<file path="src/rtl/data_cache.sv">
// data_cache
// Direct-mapped, write-through, no-write-allocate data cache with one-word lines.
// It serves MEM-stage loads and stores and stalls the pipeline (hit=0) while
// it talks to the backing memory over a req/ready handshake.
//
// Ports:
//   clk, rst                 clock and asynchronous active-high reset
//   mem_read, mem_write      pipeline load/store request (both set = store)
//   address, write_data      byte address (bits [1:0] ignored) and store data
//   read_data, hit           load data and complete/stall indication
//   mem_req, mem_we          backing-memory request and direction (1 = write)
//   mem_addr, mem_wdata      registered word-aligned address and write data
//   mem_rdata, mem_ready     backing read data and single-cycle completion
//   read_hits, read_misses   load-hit and fill counters (wrap at 2^32)
module data_cache #(
    parameter int LINES = 16,
    parameter int IDX_W = 4
) (
    input  logic        clk,
    input  logic        rst,
    input  logic        mem_read,
    input  logic        mem_write,
    input  logic [31:0] address,
    input  logic [31:0] write_data,
    output logic [31:0] read_data,
    output logic        hit,
    output logic        mem_req,
    output logic        mem_we,
    output logic [31:0] mem_addr,
    output logic [31:0] mem_wdata,
    input  logic [31:0] mem_rdata,
    input  logic        mem_ready,
    output logic [31:0] read_hits,
    output logic [31:0] read_misses
);

    localparam int TAG_W = 30 - IDX_W;

    typedef enum logic [1:0] {
        IDLE,
        FILL,
        WRITE,
        DONE
    } stateT;

    stateT state;
    stateT nextState;

    logic [LINES-1:0] validBits;
    logic [TAG_W-1:0] tagMem  [LINES];
    logic [31:0]      dataMem [LINES];

    logic [IDX_W-1:0] reqIdx;
    logic [TAG_W-1:0] reqTag;
    logic [IDX_W-1:0] memIdx;
    logic [TAG_W-1:0] memTag;
    logic             isStore;
    logic             isLoad;
    logic             lookupHit;
    logic             latchedHit;
    logic             unusedAddrBits;

    assign reqIdx = address[IDX_W+1:2];
    assign reqTag = address[31:IDX_W+2];

    // The registered memory address doubles as the latched request address,
    // so fills and write-through updates index the line from it.
    assign memIdx = mem_addr[IDX_W+1:2];
    assign memTag = mem_addr[31:IDX_W+2];

    // A simultaneous read and write is treated as a store.
    assign isStore = mem_write;
    assign isLoad  = mem_read & ~mem_write;

    assign lookupHit  = validBits[reqIdx] && (tagMem[reqIdx] == reqTag);
    assign latchedHit = validBits[memIdx] && (tagMem[memIdx] == memTag);

    assign unusedAddrBits = ^address[1:0];

    // Next-state and pipeline-facing outputs; a load hit answers in the same cycle.
    always_comb begin
        nextState = state;
        hit       = 1'b1;
        read_data = 32'h0;
        case (state)
            IDLE: begin
                if (isStore) begin
                    hit       = 1'b0;
                    nextState = WRITE;
                end else if (isLoad) begin
                    if (lookupHit) begin
                        read_data = dataMem[reqIdx];
                    end else begin
                        hit       = 1'b0;
                        nextState = FILL;
                    end
                end
            end
            FILL: begin
                hit = 1'b0;
                if (mem_ready) begin
                    nextState = IDLE;
                end
            end
            WRITE: begin
                hit = 1'b0;
                if (mem_ready) begin
                    nextState = DONE;
                end
            end
            DONE: begin
                nextState = IDLE;
            end
            default: begin
                nextState = IDLE;
            end
        endcase
    end

    // State, valid bits, memory handshake registers and counters. Reset drops
    // mem_req immediately so a late mem_ready lands in IDLE and is ignored.
    always_ff @(posedge clk or posedge rst) begin
        if (rst) begin
            state       <= IDLE;
            validBits   <= '0;
            mem_req     <= 1'b0;
            mem_we      <= 1'b0;
            mem_addr    <= 32'h0;
            mem_wdata   <= 32'h0;
            read_hits   <= 32'h0;
            read_misses <= 32'h0;
        end else begin
            state <= nextState;
            case (state)
                IDLE: begin
                    if (isStore) begin
                        mem_req   <= 1'b1;
                        mem_we    <= 1'b1;
                        mem_addr  <= {address[31:2], 2'b00};
                        mem_wdata <= write_data;
                    end else if (isLoad) begin
                        if (lookupHit) begin
                            read_hits <= read_hits + 32'd1;
                        end else begin
                            mem_req     <= 1'b1;
                            mem_we      <= 1'b0;
                            mem_addr    <= {address[31:2], 2'b00};
                            read_misses <= read_misses + 32'd1;
                        end
                    end
                end
                FILL: begin
                    if (mem_ready) begin
                        mem_req           <= 1'b0;
                        validBits[memIdx] <= 1'b1;
                    end
                end
                WRITE: begin
                    if (mem_ready) begin
                        mem_req <= 1'b0;
                        mem_we  <= 1'b0;
                    end
                end
                default: begin
                end
            endcase
        end
    end

    // Tag and data arrays need no reset because the valid bits guard them.
    // A store only updates a line it already hits (no write-allocate).
    always_ff @(posedge clk) begin
        if (state == FILL && mem_ready) begin
            tagMem[memIdx]  <= memTag;
            dataMem[memIdx] <= mem_rdata;
        end else if (state == WRITE && mem_ready && latchedHit) begin
            dataMem[memIdx] <= mem_wdata;
        end
    end

endmodule

</file>
<file path="config.mk">
export PLATFORM = sky130hd
export DESIGN_NAME = data_cache
export DESIGN_NICKNAME = d
export VERILOG_FILES = /design/src/rtl/data_cache.sv
export SDC_FILE = /design/constraint.sdc
export NUM_CORES = 1
export LEC_CHECK = 0
export BUFFER_PORTS_ARGS = -buffer_cell sky130_fd_sc_hd__clkbuf_2
export CAP_MARGIN = 20
export CORE_ASPECT_RATIO = 1.1
export CORE_UTILIZATION = 55
export CTS_CLUSTER_DIAMETER = 30
export DETAILED_ROUTE_END_ITERATION = 10
export HOLD_SLACK_MARGIN = 0.02
export PLACE_DENSITY_LB_ADDON = 0.1
export SYNTH_ARGS = -nofsm -noshare
export SYNTH_HDL_FRONTEND = slang
export SYNTH_SLANG_ARGS = --single-unit
export TNS_END_PERCENT = 20
</file>
<file path="constraint.sdc">
create_clock -name clk -period 5.2 [get_ports clk]
set_input_delay 0.78 -clock clk [delete_from_list [all_inputs] [get_ports clk]]
set_output_delay 0.78 -clock clk [all_outputs]
set_load 0.1 [all_outputs]
</file>
==> results.rst, run 1 <==
.. list-table::
   :header-rows: 1

   * - Metric
     - Value
   * - Mean instance size in the synthesized netlist
     - roughly 20 sq um
   * - Clock Power Share
     - 0.412
   * - Final cell count without fillers
     - 3912
   * - Remaining max-slew budget at the tightest pin
     - 0.310
   * - Count of nets after finishing
     - 2790
   * - Power share of the combinational group
     - 0.224
   * - Period utilization
     - 0.965
   * - DRC violations left
     - 0
   * - Maximum number of pins on one net before global-route repair
     - 75
   * - TritonCTS buffer count
     - approximately 190
   * - Fmax
     - roughly 200 MHz
   * - Half-perimeter wire length after detailed placement
     - 66.1 mm
   * - Data required time of the critical path
     - roughly 4.4 ns
   * - Maximum capacitance violations
     - 0
   * - Clk buf depth
     - 3
   * - Antenna violations before repair
     - 1
   * - Leakage
     - about 0.020 uW
   * - Fill cell instance count of the final layout
     - roughly 5200
   * - Proportion of power drawn by flip-flops and latches
     - 0.364
   * - Worst Clk Skew
     - 0.0424 ns
   * - Average via count per standard cell
     - around 6.4
   * - Arrival time at the worst endpoint
     - 4.24 ns
   * - Syn. warnings
     - 0
   * - Fraction of power spent switching nets
     - 0.319
   * - Overall routing resource usage
     - 0.281
   * - Sum of overflow across all layers after global routing
     - 0
   * - Total die area
     - between 80000 and 90000 sq um
   * - Clock sink total
     - roughly 1100
   * - EDFF count, synth
     - 928
   * - Worst-Margin Slew
     - around 1.0 ns
   * - Crit end category
     - output pin
   * - Number of pins with negative max-slew slack in the final report
     - 0
   * - Share of the synthesized area in the top cell type
     - 0.606
   * - Max incr delay on CP
     - approximately 0.58 ns
   * - CTS Root Buffer Type
     - sky130_fd_sc_hd__clkbuf_16
   * - Count of input and output buffers
     - ~260
   * - Largest fanout on the critical path
     - 32
   * - Category of the worst setup path launch point
     - flop
   * - Synth Flop Type
     - sky130_fd_sc_hd__edfxtp_1
   * - Via count
     - 24900
   * - Net switching power
     - roughly 10000 uW
   * - Die outline width
     - around 280 microns
   * - Wire length of the first global-routing pass
     - about 170 mm
   * - Die span in y
     - just over 300 microns
   * - Design internal power
     - approximately 21000 uW
   * - H-tree lvl count
     - 4
   * - Async set-or-reset flop fraction in the synthesized netlist
     - 0.136
   * - DRT Pass-1 Iters
     - 7
   * - Design area
     - 56700 sq um
   * - Placed instance area
     - approximately 50000 sq um
   * - Cell Area, Synth
     - around 46000 sq um
   * - Dominant cell type by area after synthesis
     - sky130_fd_sc_hd__edfxtp_1
   * - Distinct cells, synth
     - 66
   * - Flop and latch count out of synthesis
     - 1074
   * - Vias in the first global route
     - around 27000
   * - Power per cell area
     - approximately 550 nW/um^2
   * - Layout cells sized above 1
     - 0.437
   * - Cell with the largest stage delay on the worst path
     - sky130_fd_sc_hd__or4b_4
   * - DR iter-0 viols
     - approximately 2100
   * - Leading post-synthesis cells by cell area
     - sky130_fd_sc_hd__edfxtp_1, sky130_fd_sc_hd__mux4_2, sky130_fd_sc_hd__dfrtp_1, sky130_fd_sc_hd__mux2_2, sky130_fd_sc_hd__xor2_1
   * - Top cell by count, worst path
     - sky130_fd_sc_hd__buf_12
   * - Final hold vios
     - 0
   * - Synthesized netlist cell count
     - between 2000 and 2500
   * - Part of the Yosys area used for sequential elements
     - 0.685
   * - Hold-fix buffers at CTS
     - 0
   * - RD Place Congestion
     - roughly 0.84
   * - WL per Instance
     - a little under 30 microns
   * - Post-route antenna net violation count
     - 0
   * - Final min period
     - ~5 ns
   * - Insertion delay to the later sink of the worst-skew pair
     - slightly below 0.8 ns
   * - Hold Crit Class
     - in -> async
   * - Peak VDD IR
     - ~0.00045 V
   * - Clock transition at the registers of the reported paths
     - about 0.050 ns
   * - RSZ-0062 raised after global routing
     - false
   * - Clock tree from TritonCTS
     - done
   * - Effective utilization at floorplan
     - 0.559
   * - Detailed-route wire length
     - 116 mm
   * - Total area of sequential cells
     - roughly 32000 sq um
   * - Area occupied by multi-input gates
     - roughly 14000 sq um
   * - Instance count after placement with tap cells included
     - ~3600
   * - Placeable core region
     - 82300 sq um
   * - Setup Viol. Count Final
     - 0
   * - Area added between synthesis and finish
     - 23.2%
   * - CP Cell Sequence
     - mux4_1 -> a22o_1 -> a221oi_2 -> xnor2_1 -> a2111oi_2 -> nand4_1 -> or4b_4 -> buf_12 -> nor2b_1 -> buf_12
   * - Type of the setup path with the least slack
     - reg -> out
   * - FP Rows
     - 110
   * - Outcome
     - finished clean
   * - Number of placed I/O pins
     - approximately 260
==> metal layers <==
layer,wire (microns),track usage,up-vias
li1,-,-,10300
met1,44400,0.370,13300
met2,60300,0.478,1066
met3,7620,0.0438,224
met4,3160,0.100,2
met5,12,0,-
==> critical path: cells and delay by family (launching register included) <==
| family | cells | cell delay (ns) |
|---|---|---|
| buffers and inverters | 2 | 0.40 |
| AND/OR/NAND/NOR | 3 | 1.09 |
| XOR/XNOR | 1 | 0.17 |
| AO/OA/AOI/OAI | 3 | 0.82 |
| multiplexers | 1 | 0.56 |
| flip-flops | 1 | 0.40 |
==> sequential cells by signal, summed over array words and instances, names as in the netlist <==
name,count
mem_we,1
dataMem,512
read_hits,32
mem_addr,30
tagMem,416
read_misses,32
mem_wdata,32
validBits,16
state,2
mem_req,1
==> path summary, 6_finish.rpt <==
check	startpoint	to	slack, ns	cells after the start
setup / recovery	tagMem[11][12]$_DFFE_PP_	read_data[26]	0.18	10
hold / removal	rst	mem_wdata[31]$_DFFE_PP0P_	0.11	2
setup reg to reg	mem_addr[2]$_DFFE_PP0P_	dataMem[1][20]$_DFFE_PP_	0.43	10
hold reg to reg	read_misses[31]$_DFFE_PP0P_	read_misses[31]$_DFFE_PP0P_	0.47	1
max in group asynchronous	rst	read_misses[16]$_DFFE_PP0P_	3.84	3
min in group clk	write_data[14]	mem_wdata[14]$_DFFE_PP0P_	0.24	2
==> stage by stage <==
stage	utilization	hold slack (ns)	power, uW	worst slack [ns]	setup TNS, ns
after floorplan	-	0.452	16600	-0.511	-131.03
after global placement	0.607	0.455	18500	0.175	0
after detailed placement	0.607	0.461	18600	0.137	0
after CTS	0.688	0.117	31500	0.133	0
after global routing	0.689	0.154	32200	0.00125	0
final	0.689	0.106	31300	0.181	0
==> power groups by stage <==
stage          logic [uW]  registers [uW]  clock network, uW
2_1_floorplan        3300           13300                  0
3_3_place_gp         6980           11500                  0
3_5_place_dp         7030           11600                  0
4_1_cts              7060           11400              13000
5_1_grt              7300           11500              13400
6_report             7020           11400              12900
==> Yosys cell counts, drive strengths merged (4+ instances only) <==
master  count
edfxtp    928
mux4      384
dfrtp     146
mux2      113
xor2       81
buf        78
nor2       61
clkbuf     58
mux2i      49
xnor2      45
nand2      44
nor2b      44
nor3       30
nand3      25
nor4       24
or2        19
inv        17
nand2b     13
nand4      12
and3       11
o21ai      10
a221oi      9
o22ai       9
and2        6
a22o        5
a22oi       5
ha          5
or3         4
==> cell families after synthesis <==
group,Yosys count,synth area share
DFF,1074,0.685
muxes,546,0.226
and+or+nand+nor,307,0.0366
buffers and inverters,153,0.0162
xor gates and xnor gates,126,0.0240
AOI/OAI and AO/OA,61,0.0102
adders and majority gates,5,0.00136
other,1,0.0000815
==> layout by cell type, fill, tap and decap left out, drive strengths merged, types with 3 or more instances in the layout <==
master      n
mux2i      49
or2        19
inv        64
a221oi      9
dfrtp     146
or3         4
and3       11
o21ai      10
xor2       81
clkbuf    438
buf       135
ha          5
a22o        5
xnor2      45
nor4       24
nand4b      3
clkinvlp   19
o211ai      3
nor3       30
o22ai       9
nand2b     13
nand3      25
nor2       61
nand2      44
a22oi       5
clkinv     42
mux2      113
and2        6
bufinv     28
edfxtp    928
a211oi      3
mux4      384
nor2b      44
nand4      12
==> what timing repair did <==
action	CTS	global route
gates resized for setup	0	4
setup buffers	0	0
endpoints found under the setup margin	0	32
endpoints found under the hold margin	0	0
==> area by class of cell <==
cell class,instances,share of cell area
sequential,1074,0.556
multi-input combinational,1047,0.247
clock buffer,216,0.0872
timing repair buffer,357,0.0529
clock inverter,136,0.0315
tap,1064,0.0235
inverter,17,0.00121
antenna,1,0.0000441
Power figures use the tool's default switching activity.
==> inputs of run 2 (changes only) <==
- RECOVER_POWER: not set -> 50
==> results.rst, run 2 (synthesized netlist as in run 1, its figures left out) <==
.. list-table::
   :header-rows: 1

   * - Metric
     - Value
   * - Number of placed I/O pins
     - between 200 and 300
   * - RSZ-0062 raised after global routing
     - false
   * - Crit end category
     - output pin
   * - Detailed-route wire length
     - 116 mm
   * - RD Place Congestion
     - approximately 0.84
   * - Clock tree from TritonCTS
     - done
   * - Count of nets after finishing
     - ~2800
   * - DR iter-0 viols
     - roughly 2200
   * - Placeable core region
     - 82300 sq um
   * - Worst-Margin Slew
     - ~3.6 ns
   * - Pwr Total
     - between 30000 and 40000 uW
   * - Fin worst setup slack
     - around 0.16 ns
   * - Maximum capacitance violations
     - 19
   * - Half-perimeter wire length after detailed placement
     - around 66 mm
   * - Leading cell type in the layout, fill and taps excluded
     - sky130_fd_sc_hd__edfxtp_1
   * - Placed instance area
     - roughly 50000 sq um
   * - Pre-CTS setup slack
     - between 0.1 and 0.15 ns
   * - Antenna violations before repair
     - 1
   * - Data required time of the critical path
     - 4.42 ns
   * - Hold Crit Class
     - in -> reg
   * - Post-route antenna net violation count
     - 0
   * - H-tree lvl count
     - 4
   * - Worst Clk Skew
     - about 0.042 ns
   * - Wire length of the first global-routing pass
     - roughly 170 mm
   * - Outcome
     - complete, but fails checks
   * - Layout cells sized above 1
     - 0.384
   * - Effective utilization at floorplan
     - 0.559
   * - TritonCTS buffer count
     - approximately 190
   * - Crit path buffers/inverters
     - 2
   * - Design area
     - 56400 sq um
   * - Register with the most flip-flops
     - dataMem
   * - Clock sink total
     - 1074
   * - Cell with the largest stage delay on the worst path
     - sky130_fd_sc_hd__or4b_4
   * - Largest registers in the final layout
     - dataMem x512, tagMem x416
   * - Final min period
     - between 5 and 6 ns
   * - Area added between synthesis and finish
     - 22.5%
   * - Insertion delay to the later sink of the worst-skew pair
     - between 0.7 and 0.8 ns
   * - Period utilization
     - 0.969
   * - Power per cell area
     - around 550 nW/um^2
   * - FP Rows
     - 110
   * - Overall routing resource usage
     - 0.281
   * - Remaining max-slew budget at the tightest pin
     - -1.40
   * - Peak VDD IR
     - roughly 0.00045 V
   * - Arrival time at the worst endpoint
     - between 4 and 5 ns
   * - Resized Gates After CTS
     - 0
   * - Buffers inserted by post-CTS timing repair
     - 0
   * - Average via count per standard cell
     - 6.33
   * - Flip-flop count of the largest register, all copies and words added
     - 512
   * - Type of the setup path with the least slack
     - reg -> out
   * - Hold-fix buffers at CTS
     - 0
   * - Violations in the final reports
     - capacitance limit, slew limit
   * - CTS Root Buffer Type
     - sky130_fd_sc_hd__clkbuf_16
   * - Clock transition at the registers of the reported paths
     - 0.06 ns
   * - Via count
     - 24800
   * - Largest fanout on the critical path
     - 32
   * - Commonest cells after routing, fill and taps aside
     - sky130_fd_sc_hd__edfxtp_1, sky130_fd_sc_hd__mux4_2, sky130_fd_sc_hd__clkbuf_16
   * - Number of pins with negative max-slew slack in the final report
     - 427
   * - Max incr delay on CP
     - 0.58 ns
   * - Total die area
     - roughly 85000 sq um
   * - Crit path max-delay family
     - simple AND/OR/NAND/NOR gates
   * - Count of input and output buffers
     - 259
   * - Final Hold Slack
     - between 0.2 and 0.25 ns
   * - Vias in the first global route
     - 26500
   * - Category of the worst setup path launch point
     - flop
   * - Sum of overflow across all layers after global routing
     - 0
   * - Fmax
     - around 200 MHz
   * - DRT Pass-1 Iters
     - 7
   * - Die span in y
     - 305 microns
   * - Leakage
     - 0.0194 uW
   * - Fill cell instance count of the final layout
     - ~5300
   * - Final hold vios
     - 0
   * - CP Cell Sequence
     - mux4_2 -> mux4_2 -> xor2_1 -> nor3_1 -> nand4_1 -> or4b_4 -> buf_12 -> nor2b_1 -> buf_12
   * - Die outline width
     - 278 microns
   * - DRC violations left
     - 0
   * - WL per Instance
     - a little under 30 microns
   * - Maximum number of pins on one net before global-route repair
     - 75
   * - Setup Viol. Count Final
     - 0
   * - Clk buf depth
     - 3
-- run 2: where the power goes --
| part | leakage (uW) | internal [uW] | switching, uW |
|---|---|---|---|
| clock network | 0.00324 | 8360 | 4540 |
| registers | 0.0102 | 10500 | 902 |
| logic | 0.00600 | 2380 | 4520 |
| total | 0.0194 | 21200 | 9960 |
-- run 2: stage by stage --
| step | instances | TNS, ns | utilization |
|---|---|---|---|
| after detailed placement | 3559 | 0 | 0.607 |
| final | 3912 | 0 | 0.685 |
| after global placement | 3559 | 0 | 0.607 |
| after global routing | 3911 | 0 | 0.685 |
| after floorplan | 2274 | -131.03 | - |
| after CTS | 3911 | 0 | 0.688 |
-- run 2: cell type report --
cell class,instances,area [sq um],share of cell area
inverter,17,65.1,0.00115
sequential,1074,31500,0.559
timing repair buffer,357,2780,0.0494
antenna,1,2.50,0.0000444
clock inverter,136,1790,0.0317
clock buffer,216,4940,0.0877
tap,1064,1330,0.0236
multi-input combinational,1047,13900,0.247
-- run 2: worst register-to-register path, cell delays in order (launching register included) --
cell and delay, ns:
sky130_fd_sc_hd__dfrtp_4 0.55, sky130_fd_sc_hd__clkbuf_2 0.56, sky130_fd_sc_hd__or3_1 0.63, sky130_fd_sc_hd__nor2_1 2.08, sky130_fd_sc_hd__clkbuf_2 0.76
-- run 2: worst paths after layout --
| path | start | end | slack, ns | cells after the start |
|---|---|---|---|---|
| worst min-delay path | write_data[14] | mem_wdata[14]$_DFFE_PP0P_ | 0.24 | 2 |
| worst max register to register | mem_addr[2]$_DFFE_PP0P_ | tagMem[12][10]$_DFFE_PP_ | 0.25 | 4 |
| min in group asynchronous | rst | mem_wdata[31]$_DFFE_PP0P_ | 1.00 | 2 |
| max in group asynchronous | rst | read_hits[3]$_DFFE_PP0P_ | 1.15 | 3 |
| worst max-delay path | tagMem[15][20]$_DFFE_PP_ | read_data[26] | 0.16 | 9 |
| worst min register to register | read_misses[31]$_DFFE_PP0P_ | read_misses[31]$_DFFE_PP0P_ | 0.47 | 1 |
-- run 2: layer usage --
layer	global-route usage	vias up	routed length (microns)
met3	0.0438	224	7360
met2	0.478	1057	60200
li1	-	10300	-
met5	0	-	12
met1	0.370	13200	44800
met4	0.100	2	3330
